==> src/rtl/mem_access_ctrl_if.sv <==
// Memory-side request/response bus of mem_access_ctrl.
// master: the access controller (drives the request payload).
// slave:  the memory (drives ready and the read response).
interface mem_access_ctrl_if;
    logic        bus_valid;
    logic        bus_ready;
    logic        bus_we;
    logic [31:0] bus_addr;
    logic [31:0] bus_wdata;
    logic [3:0]  bus_wmask;
    logic        bus_rvalid;
    logic [31:0] bus_rdata;

    modport master (
        output bus_valid, bus_we, bus_addr, bus_wdata, bus_wmask,
        input  bus_ready, bus_rvalid, bus_rdata
    );

    modport slave (
        input  bus_valid, bus_we, bus_addr, bus_wdata, bus_wmask,
        output bus_ready, bus_rvalid, bus_rdata
    );
endinterface

==> src/rtl/mem_access_ctrl.sv <==
// mem_access_ctrl: turns a core load/store request into one memory bus
// transaction and returns a single-cycle completion pulse.
// Optional feature: define MEM_ACCESS_TIMEOUT_EN to abort an access that
// waits TIMEOUT_CYCLES cycles in REQ or WAIT_R (completes with rsp_err=1).
// Without it rsp_err is tied low and the controller waits indefinitely.
module mem_access_ctrl #(
    parameter int unsigned TIMEOUT_CYCLES = 16  // legal range 2..255
) (
    input  logic               clk,
    input  logic               rst,
    input  logic               req_valid,
    input  logic               req_we,
    input  logic [31:0]        req_addr,
    input  logic [31:0]        req_wdata,
    input  logic [3:0]         req_wmask,
    output logic               stall,
    output logic               rsp_valid,
    output logic [31:0]        rsp_rdata,
    output logic               rsp_err,
    mem_access_ctrl_if.master  bus
);

    typedef enum logic [1:0] {
        IDLE,
        REQ,
        WAIT_R,
        DONE
    } state_t;

    state_t state;

`ifdef MEM_ACCESS_TIMEOUT_EN
    localparam logic [7:0] TIMEOUT_LAST = 8'(TIMEOUT_CYCLES - 1);

    // Cycles spent in the current REQ or WAIT_R visit.
    logic [7:0] wait_cnt;
`else
    assign rsp_err = 1'b0;
`endif

    // The core is held until the DONE cycle; the request it shows in the
    // following IDLE cycle is the next instruction's access.
    assign stall = req_valid && (state != DONE);

    // Controller FSM with registered bus payload and response outputs.
    // NOTE: sequential state uses non-blocking assignments so every register
    // samples the pre-edge values, independent of statement order.
    always_ff @(posedge clk or posedge rst) begin
        if (rst) begin
            state         <= IDLE;
            bus.bus_valid <= 1'b0;
            bus.bus_we    <= 1'b0;
            bus.bus_addr  <= '0;
            bus.bus_wdata <= '0;
            bus.bus_wmask <= '0;
            rsp_valid     <= 1'b0;
            rsp_rdata     <= '0;
`ifdef MEM_ACCESS_TIMEOUT_EN
            rsp_err       <= 1'b0;
            wait_cnt      <= '0;
`endif
        end else begin
            // NOTE: rsp_valid defaults low every cycle so it is a one-cycle
            // pulse set only on the edge that enters DONE.
            rsp_valid <= 1'b0;
            unique case (state)
                IDLE: begin
                    if (req_valid) begin
                        state         <= REQ;
                        bus.bus_valid <= 1'b1;
                        bus.bus_we    <= req_we;
                        bus.bus_addr  <= {req_addr[31:2], 2'b00};
                        bus.bus_wdata <= req_wdata;
                        bus.bus_wmask <= req_we ? req_wmask : 4'h0;
`ifdef MEM_ACCESS_TIMEOUT_EN
                        wait_cnt      <= '0;
`endif
                    end
                end
                REQ: begin
                    // A handshake on the limit cycle takes priority over timeout.
                    if (bus.bus_ready) begin
                        bus.bus_valid <= 1'b0;
`ifdef MEM_ACCESS_TIMEOUT_EN
                        wait_cnt      <= '0;
`endif
                        if (bus.bus_we) begin
                            state     <= DONE;
                            rsp_valid <= 1'b1;
                        end else begin
                            state <= WAIT_R;
                        end
                    end
`ifdef MEM_ACCESS_TIMEOUT_EN
                    else if (wait_cnt == TIMEOUT_LAST) begin
                        bus.bus_valid <= 1'b0;
                        state         <= DONE;
                        rsp_valid     <= 1'b1;
                        rsp_err       <= 1'b1;
                    end else begin
                        wait_cnt <= wait_cnt + 8'd1;
                    end
`endif
                end
                WAIT_R: begin
                    if (bus.bus_rvalid) begin
                        rsp_rdata <= bus.bus_rdata;
                        state     <= DONE;
                        rsp_valid <= 1'b1;
                    end
`ifdef MEM_ACCESS_TIMEOUT_EN
                    else if (wait_cnt == TIMEOUT_LAST) begin
                        state     <= DONE;
                        rsp_valid <= 1'b1;
                        rsp_err   <= 1'b1;
                    end else begin
                        wait_cnt <= wait_cnt + 8'd1;
                    end
`endif
                end
                DONE: begin
                    state <= IDLE;
`ifdef MEM_ACCESS_TIMEOUT_EN
                    rsp_err <= 1'b0;
`endif
                end
                default: state <= IDLE;
            endcase
        end
    end

endmodule

==> src/flat_wrapper.sv <==
// flat-port wrapper written by rule: the top's interface ports become plain ports
module mem_access_ctrl_flat 
#(
    parameter int unsigned TIMEOUT_CYCLES = 16                       
)
  (clk, rst, req_valid, req_we, req_addr, req_wdata, req_wmask, stall, rsp_valid, rsp_rdata, rsp_err, bus_bus_valid, bus_bus_we, bus_bus_addr, bus_bus_wdata, bus_bus_wmask, bus_bus_ready, bus_bus_rvalid, bus_bus_rdata);
  mem_access_ctrl_if bus_i ();
  input  logic clk;
  input  logic rst;
  input  logic req_valid;
  input  logic req_we;
  input  logic [31:0] req_addr;
  input  logic [31:0] req_wdata;
  input  logic [3:0] req_wmask;
  output logic stall;
  output logic rsp_valid;
  output logic [31:0] rsp_rdata;
  output logic rsp_err;
  output wire logic [$bits(bus_i.bus_valid)-1:0] bus_bus_valid;
  output wire logic [$bits(bus_i.bus_we)-1:0] bus_bus_we;
  output wire logic [$bits(bus_i.bus_addr)-1:0] bus_bus_addr;
  output wire logic [$bits(bus_i.bus_wdata)-1:0] bus_bus_wdata;
  output wire logic [$bits(bus_i.bus_wmask)-1:0] bus_bus_wmask;
  input wire logic [$bits(bus_i.bus_ready)-1:0] bus_bus_ready;
  input wire logic [$bits(bus_i.bus_rvalid)-1:0] bus_bus_rvalid;
  input wire logic [$bits(bus_i.bus_rdata)-1:0] bus_bus_rdata;
  assign bus_bus_valid = bus_i.bus_valid;
  assign bus_bus_we = bus_i.bus_we;
  assign bus_bus_addr = bus_i.bus_addr;
  assign bus_bus_wdata = bus_i.bus_wdata;
  assign bus_bus_wmask = bus_i.bus_wmask;
  assign bus_i.bus_ready = bus_bus_ready;
  assign bus_i.bus_rvalid = bus_bus_rvalid;
  assign bus_i.bus_rdata = bus_bus_rdata;
  mem_access_ctrl #(.TIMEOUT_CYCLES(TIMEOUT_CYCLES)) u_core (.clk(clk), .rst(rst), .req_valid(req_valid), .req_we(req_we), .req_addr(req_addr), .req_wdata(req_wdata), .req_wmask(req_wmask), .stall(stall), .rsp_valid(rsp_valid), .rsp_rdata(rsp_rdata), .rsp_err(rsp_err), .bus(bus_i));
endmodule
==> config.mk <==
export PLATFORM = sky130hd
export DESIGN_NAME = mem_access_ctrl_flat
export DESIGN_NICKNAME = d
export VERILOG_FILES = /design/src/rtl/mem_access_ctrl_if.sv /design/src/rtl/mem_access_ctrl.sv /design/src/flat_wrapper.sv
export SDC_FILE = /design/constraint.sdc
export NUM_CORES = 1
export LEC_CHECK = 0
export CORE_MARGIN = 2
export CORE_UTILIZATION = 41
export DETAILED_ROUTE_END_ITERATION = 6
export GPL_ROUTABILITY_DRIVEN = 0
export GPL_TIMING_DRIVEN = 0
export HOLD_SLACK_MARGIN = 0.03
export PLACE_DENSITY = 0.81
export RECOVER_POWER = 50
export SLEW_MARGIN = 20
export SYNTH_ARGS = -nofsm -noshare
export SYNTH_HDL_FRONTEND = slang
export SYNTH_SLANG_ARGS = --single-unit
==> constraint.sdc <==
create_clock -name clk -period 4.35 [get_ports clk]
set_clock_uncertainty 0.2 [all_clocks]
set_input_delay 0.87 -clock clk [delete_from_list [all_inputs] [get_ports clk]]
set_output_delay 0.87 -clock clk [all_outputs]
set_load 0.02 [all_outputs]
==> reports/summary.md <==
The data required time at the worst endpoint was 3.28 ns. For this run, the total global-route usage over all layers was measured as 17.4%. The run gives 103 as the sink count of the clock tree. No sink is reached through more buffers than the 2 on the longest clock path. Once the clock tree was built, the resizer swapped 0 gates to a different size. The via count of the first global-routing pass was 3060.

For this configuration, the core starts out at a cell density of 42.0%. Traced cell by cell, the critical path runs through dlygate4sd3_1, nor2b_1, clkdlybuf4s50_1. The tools report the post-route DRC violation count as 0. The number of buffers inserted during clock tree synthesis was 9. The die is 106 µm wide. For the number of top-level design ports, the log shows 211. For the max-capacitance violation count, the log shows 1. Summed over all layers, the routed wires come to 9.68 mm. The power density normalized to cell area is 752 mW/mm². The layout overhead on the synthesized area is 52.2%. After detailed routing, the number of vias per cell comes to 4.64. In this run the post-CTS setup repair buffer count came out at 0. The port buffer count was 205; the cell-internal power was 3.15 mW. The worst-skew pair later-pin latency is 0.35 ns. The root cell of the clock tree was sky130_fd_sc_hd__clkbuf_8. CTS built an H-tree with a depth of 3. The final HPWL from detailed placement is 7.37 mm. The die covers 0.0113 mm². The first-pass GRT wire length came out at 15.5 mm.

The part of the cycle the worst path needs came out at 76.2%. The switching share of total power was 35.9%; the distinct cell type count after synthesis was 22. The sequential cell fraction of total power is 34.6%, and the worst hold slack is 0.296 ns. The checks that failed: capacitance limit, slew limit. The die is 106 µm tall. The slew at the pin closest to its max-slew limit is 2.23 ns. In the layout the commonest cells are sky130_fd_sc_hd__clkdlybuf4s50_1, sky130_fd_sc_hd__dfrtp_1, sky130_fd_sc_hd__mux2_4, sky130_fd_sc_hd__mux2_2, sky130_fd_sc_hd__mux2_1.

Summing the sequential cell areas from Yosys gives 60.0% of the chip area. The initialized floorplan defines 37 standard-cell rows. Setup repair after global routing left no endpoint under its margin. The mean instance size in the synthesized netlist came out at 17.1 µm².

The count of pins over their slew limit was 59. Setup violations remaining at the end of the flow were counted as 0. The logs give 368 µV for the worst IR drop on VDD and 0 for the hold violation total from the final report.

Overall power consumption: 4.92 mW. The flow ran to the end, but the final reports show violations. 0 antenna diodes ended up in the layout. Proportion of layout cells with a drive suffix above 1: 19.6%. The Yosys step of the flow raised 0 warnings. Before antenna repair, the detailed router went through 3 iterations.

For this run, the slowest stage of the critical path takes 0.62 ns. The slack of the worst reg-to-reg path was 1.66 ns; the depth of the most critical reg-to-reg path was 6. The tools report the kind of end point of the critical path as an output pin. For this design the total switching power over the nets is 1.77 mW. The cell area that synthesis handed to floorplanning was 0.00430 mm². The routed design could run at a clock period as short as 3.31 ns. The number of DRC violations after detailed-routing iteration 0 came out at 43.

In this run the tightest slew margin relative to its limit is -48.7%. The tools report the worst path arrival time as 2.24 ns. The number of hold buffers added after CTS was 0.

Setup total negative slack on the finished layout was measured at 0 ns. The clock network is responsible for 12.0% of the overall power. In the final routed layout, each cell accounts on average for 15.8 µm. Final antenna-violating net count: 0. After the last flow step, the layout net total stands at 581. The worst-path cell with the longest stage delay is sky130_fd_sc_hd__clkdlybuf4s50_1. The fill cell total of the finished layout came out at 802. Of the total power, combinational logic draws 53.3%. Number of stages on the worst hold path: 1. TritonCTS built the clock tree. The routed layout has 2834 vias.

Synthesis inferred 103 register bits. The initial antenna violation count was 0; the clock slew seen by the registers of the worst setup and hold paths was 0.10 ns. After global routing the overflow that remains totals 0.

For the static leakage, the log shows 2.79 nW. The worst setup path is launched from an input port. The tools report the standard cell core area as 0.0102 mm². For the pin count of the biggest net entering global routing, the log shows 60.

Synthesis produced a netlist whose cell count is 251. Kind of path behind the tightest hold check: flop to flop. The peak fanout along the critical path is 5. The maximum achievable frequency came out at 302 MHz. The critical path is of the input port to output pin type. The library cell used most frequently in the layout, excluding fill and tap cells, is sky130_fd_sc_hd__clkdlybuf4s50_1.
metal layers:
metal	global-route usage [%]	vias to the layer above	wire [µm]
li1	-	1294	-
met3	5.95	10	764
met1	21.1	1417	3760
met2	29.6	113	5020
met4	4.42	0	129
met5	0	-	0
sequential cells by signal, summed over array words and instances (netlist names):
signal and cells:
u_core.rsp_valid 1, u_core.bus.bus_addr 30, u_core.rsp_rdata 32, u_core.bus.bus_valid 1, u_core.bus.bus_wdata 32, u_core.bus.bus_wmask 4, u_core.bus.bus_we 1, u_core.state 2
logic make-up after synthesis:
| kind of cell | Yosys count | share of synthesized area (%) |
|---|---|---|
| multiplexers | 97 | 30.6 |
| buffers and inverters | 17 | 4.48 |
| flip-flops | 103 | 60.0 |
| AO/OA/AOI/OAI | 9 | 1.31 |
| AND/OR/NAND/NOR | 19 | 2.10 |
| adder cells (fa/ha/maj) | 5 | 1.46 |
| other | 1 | 0.0872 |
Yosys cell counts, drive strengths merged:
master,count,area (µm²)
and2,1,8.76
inv,4,15.0
nor2b,1,6.26
a21boi,1,7.51
o21ai,6,30.0
buf,13,178
conb,1,3.75
o22a,1,10.0
mux2,96,1310
a41oi,1,8.76
nor2,1,3.75
nand3,1,5.00
nand2b,3,18.8
nand2,11,41.3
and3,1,6.26
ha,5,62.6
mux2i,1,10.0
dfrtp,103,2580
area by class of cell:
type	instances	area, µm²	share of cell area [%]
well taps	136	170	2.60
clock inverters	5	46.3	0.708
repair buffers	206	2080	31.8
inverters	4	15.0	0.229
clock buffers	11	151	2.31
plain buffers	13	61.3	0.937
multi-input cells	133	1440	22.0
flip-flops and latches	103	2580	39.4
final timing paths:
| kind | end | startpoint |
|---|---|---|
| max in group asynchronous | u_core.bus.bus_addr[24] | rst |
| setup reg to reg | u_core.bus.bus_addr[18] | u_core.state[0] |
| hold / removal | u_core.bus.bus_wdata[28] | u_core.bus.bus_wdata[28] |
| min in group asynchronous | u_core.bus.bus_wdata[7] | rst |
| setup / recovery | stall | req_valid |
| hold reg to reg | u_core.bus.bus_wdata[28] | u_core.bus.bus_wdata[28] |
metrics by stage:
step	setup WS [ns]	std cells	utilization, %	area [µm²]
floorplan	0.576	253	-	4310
global placement	-0.893	594	63.8	6530
detailed placement	1.10	595	64.1	6560
CTS	1.10	611	66.1	6760
global route	0.697	611	63.9	6540
finish	1.04	611	63.9	6540
critical path, delay by kind of cell:
family,cells,cell delay (ns)
simple gates,1,0.15
buf+inv,2,1.22
power groups by stage:
stage                     combinational, mW  sequential, mW  clock, mW
after floorplan                       0.993            2.31          0
after global placement                 2.80            1.71          0
after detailed placement               2.84            1.73          0
after CTS                              2.85            1.72      0.619
after global routing                   2.77            1.77      0.652
final                                  2.63            1.71      0.592
Note: power is estimated with default switching activity, not from simulation.
